## src/rtl/acc_n_driver.sv

```systemverilog
// -----------------------------------------------------------------------------
// acc_n_driver
//
// Upstream producer for a 4-column accumulator bank.
//
// Rows arrive over a valid/ready handshake. Each row is split into its column
// elements, and each element goes down its own skew chain. This places column
// k exactly k cycles behind column 0 on the accumulator inputs. The rows are
// framed into blocks of blockLen rows. The first row of every block carries a
// clear flag, so each accumulator restarts its sum for that block.
//
// After the last row of a block is accepted, the block stops taking new rows.
// It waits long enough for that row to reach the slowest column and to be
// summed there. It then captures all column sums and holds them on a
// valid/ready output until the consumer takes them.
//
// Accumulator contract (external):
//   z_k <= clear_k ? a_k : z_k + a_k   (registered, 1-cycle latency, wraps)
//
// Ports:
//   clk              clock, single domain
//   rst              synchronous active-high reset
//   in_valid         row available
//   in_ready         block can accept a row
//   in_data          row; column k at [k*aBits +: aBits]
//   a_0..a_3         element driven to accumulator column k
//   clear_0..clear_3 accumulator k loads a_k instead of adding
//   z_0..z_3         accumulator column outputs
//   out_valid        captured block sums valid
//   out_ready        consumer takes sums
//   out_data         sums; column k at [k*zBits +: zBits]
// -----------------------------------------------------------------------------
module acc_n_driver #(
    parameter int arraySize = 4,
    parameter int aBits     = 8,
    parameter int zBits     = 12,
    parameter int blockLen  = 4,
    parameter int cntBits   = 2
) (
    input  logic                         clk,
    input  logic                         rst,
    input  logic                         in_valid,
    output logic                         in_ready,
    input  logic [arraySize*aBits-1:0]   in_data,
    output logic [aBits-1:0]             a_0,
    output logic [aBits-1:0]             a_1,
    output logic [aBits-1:0]             a_2,
    output logic [aBits-1:0]             a_3,
    output logic                         clear_0,
    output logic                         clear_1,
    output logic                         clear_2,
    output logic                         clear_3,
    input  logic [zBits-1:0]             z_0,
    input  logic [zBits-1:0]             z_1,
    input  logic [zBits-1:0]             z_2,
    input  logic [zBits-1:0]             z_3,
    output logic                         out_valid,
    input  logic                         out_ready,
    output logic [arraySize*zBits-1:0]   out_data
);

    // The drain phase counts 0 .. arraySize inclusive. That is arraySize+1
    // cycles, which is enough for the last row to reach column arraySize-1
    // and be summed there.
    localparam int                    DRN_BITS = $clog2(arraySize + 1);
    localparam logic [DRN_BITS-1:0]   DRN_LAST = DRN_BITS'(arraySize);
    localparam logic [cntBits-1:0]    ROW_LAST = cntBits'(blockLen - 1);
    localparam logic [cntBits-1:0]    ROW_ZERO = {cntBits{1'b0}};

    typedef enum logic [1:0] {
        S_FILL  = 2'd0,
        S_DRAIN = 2'd1,
        S_HOLD  = 2'd2
    } state_t;

    state_t                         r_state;
    state_t                         w_state_nxt;
    logic [cntBits-1:0]             r_row_cnt;
    logic [cntBits-1:0]             w_row_cnt_nxt;
    logic [DRN_BITS-1:0]            r_drain_cnt;
    logic [DRN_BITS-1:0]            w_drain_cnt_nxt;
    logic                           r_in_ready;
    logic                           w_in_ready_nxt;
    logic                           r_out_valid;
    logic                           w_out_valid_nxt;
    logic                           w_capture;
    logic                           w_accept;
    logic                           w_first_row;
    logic                           w_last_row;
    logic [arraySize*zBits-1:0]     r_out_data;
    logic [arraySize*zBits-1:0]     w_z_row;

    // Taps at the end of each column's skew chain.
    logic [aBits-1:0]               w_a_tap   [arraySize];
    logic                           w_clr_tap [arraySize];

    assign w_accept    = in_valid & r_in_ready;
    assign w_first_row = (r_row_cnt == ROW_ZERO);
    assign w_last_row  = (r_row_cnt == ROW_LAST);
    assign w_z_row     = {z_3, z_2, z_1, z_0};

    // Row framing counter: advance on every accepted row, wrap after the last row of a block
    always_comb begin
        w_row_cnt_nxt = r_row_cnt;
        if (w_accept) begin
            if (w_last_row) begin
                w_row_cnt_nxt = ROW_ZERO;
            end else begin
                w_row_cnt_nxt = r_row_cnt + cntBits'(1);
            end
        end else begin
            w_row_cnt_nxt = r_row_cnt;
        end
    end

    // Block FSM next-state and registered-output next values
    always_comb begin
        w_state_nxt     = r_state;
        w_drain_cnt_nxt = r_drain_cnt;
        w_out_valid_nxt = r_out_valid;
        w_capture       = 1'b0;
        case (r_state)
            S_FILL: begin
                if (w_accept && w_last_row) begin
                    w_state_nxt     = S_DRAIN;
                    w_drain_cnt_nxt = {DRN_BITS{1'b0}};
                end else begin
                    w_state_nxt     = S_FILL;
                end
            end
            S_DRAIN: begin
                // Only bubbles follow the last row, so every column sum is
                // final in the last drain cycle and can be sampled then.
                if (r_drain_cnt == DRN_LAST) begin
                    w_capture       = 1'b1;
                    w_state_nxt     = S_HOLD;
                    w_out_valid_nxt = 1'b1;
                    w_drain_cnt_nxt = {DRN_BITS{1'b0}};
                end else begin
                    w_state_nxt     = S_DRAIN;
                    w_drain_cnt_nxt = r_drain_cnt + DRN_BITS'(1);
                end
            end
            S_HOLD: begin
                if (out_ready) begin
                    w_state_nxt     = S_FILL;
                    w_out_valid_nxt = 1'b0;
                end else begin
                    w_state_nxt     = S_HOLD;
                    w_out_valid_nxt = 1'b1;
                end
            end
            default: begin
                w_state_nxt     = S_FILL;
                w_out_valid_nxt = 1'b0;
                w_drain_cnt_nxt = {DRN_BITS{1'b0}};
            end
        endcase
        // in_ready is registered from the next state, so it equals "state is FILL".
        if (w_state_nxt == S_FILL) begin
            w_in_ready_nxt = 1'b1;
        end else begin
            w_in_ready_nxt = 1'b0;
        end
    end

    // FSM state, framing/drain counters and handshake flags
    always_ff @(posedge clk) begin
        if (rst) begin
            r_state     <= S_FILL;
            r_row_cnt   <= ROW_ZERO;
            r_drain_cnt <= {DRN_BITS{1'b0}};
            r_in_ready  <= 1'b1;
            r_out_valid <= 1'b0;
        end else begin
            r_state     <= w_state_nxt;
            r_row_cnt   <= w_row_cnt_nxt;
            r_drain_cnt <= w_drain_cnt_nxt;
            r_in_ready  <= w_in_ready_nxt;
            r_out_valid <= w_out_valid_nxt;
        end
    end

    // Result register: samples all column sums once per block
    always_ff @(posedge clk) begin
        if (rst) begin
            r_out_data <= {(arraySize*zBits){1'b0}};
        end else if (w_capture) begin
            r_out_data <= w_z_row;
        end
    end

    // Per-column skew chains. Column k has k+1 stages. A row accepted in cycle
    // t therefore appears on a_k/clear_k in cycle t+1+k. Cycles without an
    // accept push a bubble (zero element, no clear), and zeros do not change
    // the sums.
    for (genvar k = 0; k < arraySize; k++) begin : g_col
        logic [aBits-1:0] r_a_sr   [k+1];
        logic             r_clr_sr [k+1];

        // Shift the element and first-row flag one stage per cycle
        always_ff @(posedge clk) begin
            if (rst) begin
                for (int s = 0; s <= k; s++) begin
                    r_a_sr[s]   <= {aBits{1'b0}};
                    r_clr_sr[s] <= 1'b0;
                end
            end else begin
                r_a_sr[0]   <= w_accept ? in_data[k*aBits +: aBits] : {aBits{1'b0}};
                r_clr_sr[0] <= w_accept & w_first_row;
                for (int s = 1; s <= k; s++) begin
                    r_a_sr[s]   <= r_a_sr[s-1];
                    r_clr_sr[s] <= r_clr_sr[s-1];
                end
            end
        end

        assign w_a_tap[k]   = r_a_sr[k];
        assign w_clr_tap[k] = r_clr_sr[k];
    end

    assign a_0       = w_a_tap[0];
    assign a_1       = w_a_tap[1];
    assign a_2       = w_a_tap[2];
    assign a_3       = w_a_tap[3];
    assign clear_0   = w_clr_tap[0];
    assign clear_1   = w_clr_tap[1];
    assign clear_2   = w_clr_tap[2];
    assign clear_3   = w_clr_tap[3];
    assign in_ready  = r_in_ready;
    assign out_valid = r_out_valid;
    assign out_data  = r_out_data;

endmodule

```

## config.mk

```make
export PLATFORM = sky130hd
export DESIGN_NAME = acc_n_driver
export DESIGN_NICKNAME = d
export VERILOG_FILES = /design/src/rtl/acc_n_driver.sv
export SDC_FILE = /design/constraint.sdc
export NUM_CORES = 1
export LEC_CHECK = 0
export ABC_CLOCK_PERIOD_IN_PS = 2000
export CELL_PAD_IN_SITES_DETAIL_PLACEMENT = 1
export CELL_PAD_IN_SITES_GLOBAL_PLACEMENT = 1
export CORE_ASPECT_RATIO = 0.5
export CORE_MARGIN = 2
export CORE_UTILIZATION = 33
export CTS_CLUSTER_SIZE = 40
export DETAILED_ROUTE_END_ITERATION = 10
export GPL_ROUTABILITY_DRIVEN = 0
export GPL_TIMING_DRIVEN = 0
export PLACE_DENSITY_LB_ADDON = 0.12
export SLEW_MARGIN = 30
export SYNTH_ARGS = -nofsm -noshare
export SYNTH_HDL_FRONTEND = slang
export SYNTH_SLANG_ARGS = --single-unit
```

## constraint.sdc

```tcl
create_clock -name clk -period 2 [get_ports clk]
set_input_delay 0.4 -clock clk [delete_from_list [all_inputs] [get_ports clk]]
set_output_delay 0.4 -clock clk [all_outputs]
set_load 0.01 [all_outputs]
```

* Word-level counts from Yosys, hierarchy flattened
Memory sizes are Yosys's and may differ from the RTL's.
Index checks and enable logic that the tools add are counted.
** Storage, ports and cells
- Bits in registers :: 57
- Latch bits :: 0
- Bits in writable memories :: 90
- Bits in read-only memories :: 0
- Logic and storage cells :: 95
- Memories :: 8
** Memories
- g_col[3].r_a_sr :: words 4, bits a word 8, read ports 4, clocked after Yosys merged registers in 0, wr ports 4, RTL line 198 : logic [aBits-1:0] r_a_sr [k+1];
- g_col[2].r_a_sr :: words 3, bits a word 8, read ports 3, clocked after Yosys merged registers in 0, wr ports 3, RTL line 198
- g_col[1].r_a_sr :: words 2, bits a word 8, read ports 2, clocked after Yosys merged registers in 0, wr ports 2, RTL line 198
- g_col[0].r_a_sr :: words 1, bits a word 8, read ports 1, clocked after Yosys merged registers in 0, wr ports 1, RTL line 198
- g_col[3].r_clr_sr :: words 4, bits a word 1, read ports 4, clocked after Yosys merged registers in 0, wr ports 4, RTL line 199 : logic r_clr_sr [k+1];
- g_col[2].r_clr_sr :: words 3, bits a word 1, read ports 3, clocked after Yosys merged registers in 0, wr ports 3, RTL line 199
- +2 memories
** Operators by class
- Add/subtract/negate cells :: 2
- Multipliers :: 0
- Div/mod/pow operators :: 0
- Magnitude comparators :: 0
- Equal/unequal tests :: 6
- Shift operators :: 0
- Multiplexer cells :: 43
- Bitwise logic cells :: 22
- Reductions and logical operators :: 8
** Operators by type and width (number)
- 2-to-1 mux 8 bit :: 14
- 2-to-1 mux 1 bit :: 21
- bitwise OR 1 bit :: 18
- case mux 3 bit (3 select lines) :: 1
- OR reduction 8 bit :: 1
- logical NOT 2 bit :: 3
- 2-to-1 mux 2 bit :: 3
- 2-to-1 mux 3 bit :: 2
- case mux 2 bit (3 select lines) :: 1
- equality test 2 bit, second input constant :: 2
- != test 2 bit, second input constant :: 2
- AND reduction 2 bit :: 2
- adder 3 x 1 -> 3 bit, second input constant :: 1
- equality test 3 bit, second input constant :: 1
- case mux 1 bit (3 select lines) :: 1
- adder 2 x 1 -> 2 bit, second input constant :: 1
- AND 1 bit :: 2
- equality test 2 x 1 -> 1 bit, second input constant :: 1
- NOT 1 bit :: 2
- logical AND 1 bit :: 1
- OR reduction 1 bit :: 1

* Longest topological paths before layout
Gate-level depths: netlist of the first run.
- Depth in word-level cells :: 6
- Depth in mapped cells :: 8

* Worst setup path after synthesis of the first run
OpenSTA, ideal clock, no wires.
- Path kind :: register to register
- From :: reg r_state[1]
- To :: reg r_out_data[43] (netlist: out_data[43])
- Library setup time :: 0.132 ns
- Data arrival time :: 1.299 ns
- Slack :: 0.569 ns
- Stages on the path, launching flop included :: 9
- Clock period less this slack :: 1.431 ns
- Cells stage by stage :: dfxtp_1 > inv_1 > ha_1 > and3_1 > buf_2 > buf_6 > buf_4 > nand2_1 > a21oi_1
** On the way
- Word-level cells in the longest chain between the ends :: 2
** RTL lines
- from (decl) :: RTL line 76 : state_t r_state;
- from (signal assigned) :: RTL line 176 : r_state <= w_state_nxt;
- equality test 2 x 1 -> 1 bit :: RTL line 122 : case (r_state)
- 2-to-1 mux 1 bit :: RTL line 122
- to (signal assigned) :: RTL line 187 : r_out_data <= {(arraySize*zBits){1'b0}};
- to (signal assigned) :: RTL line 189 : r_out_data <= w_z_row;
- to (decl) :: RTL line 90 : logic [arraySize*zBits-1:0] r_out_data;
Every way passes these cells.
A chain may end at the register's enable or synchronous reset.

* Worst setup path after layout of the first run
- From :: reg r_in_ready (netlist: in_ready)
- To :: out in_ready
** RTL lines
- from (decl) :: RTL line 82 : logic r_in_ready;
- from (signal assigned) :: RTL line 179 : r_in_ready <= w_in_ready_nxt;
- to (decl) :: RTL line 43 : output logic in_ready,
No word-level cell between the ends.

==> flow_metrics.tcl, run 1 <==
set metrics [dict create \
    synthArstFlopShare 0 \
    htree_levels 4 \
    antenna_left 0 \
    postSynthCellCount 472 \
    holdWs_ns 0.436 \
    path_max_fanout 6 \
    synth-edff-count 0 \
    final_layout_size_suffix_gt1_frac 0.107 \
    setup_ws_ns 0.181 \
    grt_usage 0.155 \
    core_um2 13700 \
    finalSetupViolCount 0 \
    dpl.hpwl_mm 8.19 \
    p_total_mw 6.16 \
    crit_buf_inv 1 \
    max_stage_delay_ns 0.59 \
    crit_required_ns 1.60 \
    antenna_found_initial 0 \
    yosysSeqAreaShare 0.608 \
    rsz0062_at_grt "no" \
    start_kind "register" \
    fin_skew_ns 0.00936 \
    synth_ff_type "dfxtp_1" \
    ys_types 32 \
    powerDensity_nw_per_um2 865 \
    fp-row-count 30 \
    maxSlewViolCount 0 \
    ir_drop_mv 0.407 \
    via_per_inst 4.26 \
    cts-root-buf "clkbuf_16" \
    fin_crit_sh 0.909 \
    fmax_mhz 550 \
    ys_ff_latch 141 \
    dr.pass1.iters 4 \
    fin_nets 751 \
    grt_max_degree 17 \
    synth_area_per_cell_um2 9.84 \
    postCtsSetupBuffers 0 \
    grt_pass1_wl_mm 17.7 \
    worst_pin_slew_ns 0.524 \
    syn_area_um2 4640 \
    status "completed" \
    cts_made_buffers 17 \
    end_kind "output pin" \
    drc 0 \
    num_antenna_cells 0 \
    die_w_um 172 \
    wl_mm 11.4 \
    grt.overflow.total 0 \
    hold_viol 0 \
    port_buffers 169 \
    vias 3683 \
    wire_per_inst_um 13.2 \
    grt_pass1_vias 3657 \
    cts_num_sinks 141 \
    ys_warn_count 0 \
    crit_family "buffers and inverters" \
    fin_setup_tns_ns 0 \
    dr.first_iter.drc_count 112 \
    clk_latency_ns 0.41 \
    path_clk_slew_ns 0.06 \
    min_period_ns 1.82 \
    start_util 0.340 \
    pin_count 170 \
    die-area_um2 15100 \
    critical_path_class "register to output pin" \
    die_h_um 87.9 \
    total_leakage_power_nw 2.68 \
    min_path_type "register to register" \
    synthesis.nets 564 \
    cpMaxStageDelayCell "clkdlybuf4s50_1" \
    areaGrowthSynthToFinish_pct 53.4 \
    worstPathArrival_ns 1.42 \
    r2r_slack_ns 0.28 \
    post-place-ws_ns -0.137 \
    clockBufferDepth 2 \
    drv_cap 0 \
    cts_tree "built" \
    slew_headroom 0.651 \
    path_cells "clkdlybuf4s50_1" \
]
-- state kept, by name, indices dropped and copies added (netlist names) --
name / cells
in_ready: 1
g_col.r_clr_sr: 4
r_state: 2
g_col.r_a_sr: 80
r_row_cnt: 2
out_data: 48
r_drain_cnt: 3
out_valid: 1
-- timing repair --
| item | in CTS | in global routing |
|---|---|---|
| gates resized for setup | 0 | 0 |
| hold buffers | 0 | 0 |
| setup endpoints to repair | 0 | 9 |
-- metrics by stage --
step | utilization | cell area [um2] | instances
finish | 0.521 | 7120 | 864
global route | 0.521 | 7120 | 864
CTS | 0.522 | 7130 | 865
detailed placement | 0.481 | 6580 | 833
global placement | 0.481 | 6580 | 833
floorplan | - | 4640 | 472
-- synthesized netlist by cell type, types with 2 or more instances --
| cell type | instances | share of area |
|---|---|---|
| dfxtp_1 | 141 | 0.61 |
| buf_6 | 2 | 0.0049 |
| nor3_1 | 2 | 0.0022 |
| a2111o_1 | 2 | 0.0049 |
| o211ai_1 | 2 | 0.0032 |
| nand3_1 | 2 | 0.0022 |
| a21oi_1 | 52 | 0.056 |
| inv_1 | 9 | 0.0073 |
| nor2_1 | 4 | 0.0032 |
| nand2_1 | 99 | 0.080 |
| buf_4 | 27 | 0.044 |
| and2_1 | 33 | 0.044 |
| buf_2 | 6 | 0.0065 |
| ha_1 | 8 | 0.022 |
| clkbuf_1 | 14 | 0.011 |
| nor2b_1 | 52 | 0.070 |
| a211o_1 | 2 | 0.0038 |
-- worst paths after layout --
path / end / from / cells past startpoint
max reg2reg: out_data[37] / r_drain_cnt[0] / 7
min: g_col[3].r_a_sr[0][30] / g_col[3].r_a_sr[0][22] / 1
max: in_ready / in_ready / 1
min reg2reg: g_col[3].r_a_sr[0][30] / g_col[3].r_a_sr[0][22] / 1
-- cell type report --
| class | count | area [um2] |
|---|---|---|
| clock inverter | 14 | 123 |
| fill | 1564 | 6540 |
| buffer | 50 | 313 |
| timing repair buffer | 169 | 1690 |
| tap | 192 | 240 |
| inverter | 9 | 33.8 |
| sequential | 141 | 2820 |
| multi-input combinational | 271 | 1470 |
| clock buffer | 18 | 429 |
-- where the power goes --
part	internal, mW	switching (mW)	total, mW
logic	0.227	0.117	0.344
registers	2.86	0.0160	2.88
clock network	1.63	1.31	2.94
total	4.72	1.44	6.16
-- cell usage in the layout (no fill, tap or decap), types with 5 or more instances in the layout --
| cell | n |
|---|---|
| a21oi_1 | 52 |
| clkbuf_1 | 14 |
| buf_4 | 27 |
| clkdlybuf4s50_1 | 169 |
| ha_1 | 8 |
| clkbuf_16 | 17 |
| inv_6 | 5 |
| buf_2 | 6 |
| dfxtp_1 | 141 |
| nor2b_1 | 52 |
| nand2_1 | 99 |
| and2_1 | 33 |
| inv_1 | 9 |
-- cells by family after synthesis --
| kind of cell | count (synthesis) | synth area share |
|---|---|---|
| fa+ha+maj | 8 | 0.0216 |
| compound gates | 64 | 0.0811 |
| mux | 1 | 0.00216 |
| simple gates | 198 | 0.212 |
| buf+inv | 60 | 0.0754 |
| flops | 141 | 0.608 |
-- per-layer routing --
layer	GRT usage	vias to the layer above	part of all wire
li1	-	1850	-
met1	0.172	1725	0.43
met2	0.274	99	0.49
met3	0.0560	9	0.070
met4	0.0619	0	0.010
met5	0	-	0
No activity file was read; power rests on OpenSTA's default activity.
==> run 2: changes to the inputs <==
- CORE_ASPECT_RATIO: 0.5 -> 1.75
==> flow_metrics.tcl, run 2 (synthesized netlist as in run 1, its figures left out) <==
set metrics [dict create \
    crit_required_ns 1.60 \
    fin_crit_sh 0.923 \
    clk_latency_ns 0.41 \
    grt_pass1_wl_mm 18.9 \
    dp.cells 818 \
    wire_per_inst_um 13.9 \
    grt_pass1_vias 3933 \
    crit_family "buffers and inverters" \
    fin_cells 850 \
    min_path_type "register to register" \
    path_cells "clkdlybuf4s50_1" \
    critical_path_class "register to output pin" \
    final_common_cell "clkdlybuf4s50_1" \
    total_leakage_power_nw 2.73 \
    num_antenna_cells 0 \
    via_per_inst 4.38 \
    hold_viol 0 \
    fmax_mhz 542 \
    core_um2 13800 \
    powerDensity_nw_per_um2 924 \
    pin_count 170 \
    die_h_um 161 \
    max_stage_delay_ns 0.60 \
    cts_made_buffers 17 \
    die-area_um2 15100 \
    reg2regPathDepth 7 \
    fillerInstances 1576 \
    multiInputGateArea_um2 1470 \
    whs_endpoint "g_col[2].r_a_sr[0][10]" \
    htree_levels 4 \
    fin_nets 752 \
    vias 3726 \
    grt.overflow.total 0 \
    cpMaxStageDelayCell "clkdlybuf4s50_1" \
    fp-row-count 57 \
    end_kind "output pin" \
    wl_mm 11.8 \
    largest_register_ffs 80 \
    finalSetupViolCount 0 \
    regMostFlops "g_col.r_a_sr" \
    maxSlewViolCount 0 \
    cts_num_sinks 141 \
    worstPathArrival_ns 1.45 \
    grt_usage 0.163 \
    antenna_left 0 \
    start_kind "register" \
    die_w_um 93.7 \
    dr.pass1.iters 4 \
    slew_headroom 0.676 \
    min_period_ns 1.85 \
    cts_hold_buf 0 \
    r2r-start "r_state[1]" \
    r2r_slack_ns 0.17 \
    drv_cap 0 \
    holdPathStages 1 \
    path_clk_slew_ns 0.06 \
    drc 0 \
    antenna_found_initial 0 \
    dr.first_iter.drc_count 66 \
    worst_pin_slew_ns 0.486 \
    areaGrowthSynthToFinish_pct 55.3 \
    start_util 0.336 \
    dpl.hpwl_mm 8.94 \
    grt_max_degree 17 \
    port_buffers 169 \
    status "completed" \
    fin_setup_tns_ns 0 \
    cts_resized 0 \
    r2r_end "out_data[4]" \
    cts-root-buf "clkbuf_16" \
    final_cell_mix "clkdlybuf4s50_1 (169), dfxtp_1 (141), nand2_1 (99)" \
    final_layout_size_suffix_gt1_frac 0.108 \
    postCtsSetupBuffers 0 \
    rsz0062_at_grt "no" \
    register_area_um2 2820 \
    ir_drop_mv 0.567 \
    cts_tree "built" \
    worstHoldStart "g_col[2].r_a_sr[0][2]" \
    path_max_fanout 6 \
    fin_skew_ns 0.0104 \
    clockBufferDepth 2 \
    crit_buf_inv 1 \
]
-- run 2: through the flow --
stage                     area (um2)  utilization  total power, mW  hold slack (ns)  worst slack, ns
after floorplan                 4640            -             3.05            0.414            0.569
after detailed placement        6560        0.474             3.29            0.425          -0.0715
final                           7210        0.521             6.66            0.436            0.155
after global placement          6560        0.474             3.28            0.416          -0.0332
after CTS                       7210        0.521             6.76            0.440            0.102
after global routing            7210        0.521             6.91            0.448         0.000389
-- run 2: layout make-up --
class,instances,area share
Buffer,51,0.0439
Clock buffer,19,0.0628
Clock inverter,13,0.0281
Inverter,9,0.00468
Multi-Input combinational cell,271,0.204
Sequential cell,141,0.391
Tap cell,177,0.0307
Timing Repair Buffer,169,0.235
-- run 2: how the worst max path moves through the flow --
stage	startpoint	end	slack (ns)	depth (start not counted)
CTS	r_state[1]	out_data[4]	0.10	7
global route	r_state[1]	out_data[0]	0.0004	7
finish	in_ready	in_ready	0.15	1
detailed placement	rst	out_data[28]	-0.07	5
floorplan	r_state[1]	out_data[43]	0.57	8
global placement	rst	out_data[35]	-0.03	5
-- run 2: power by group --
part	internal (mW)	total [mW]	leakage [nW]	switching, mW
logic	0.227	0.343	1.27	0.116
clock network	2.19	3.44	0.319	1.25
registers	2.86	2.88	1.14	0.0160
-- run 2: routing by layer --
| metal | vias to the layer above | GRT usage | part of all wire |
|---|---|---|---|
| li1 | 1846 | - | - |
| met1 | 1756 | 0.152 | 0.34 |
| met2 | 112 | 0.314 | 0.58 |
| met3 | 12 | 0.0591 | 0.060 |
| met4 | 0 | 0.0626 | 0.019 |
| met5 | - | 0 | 0 |
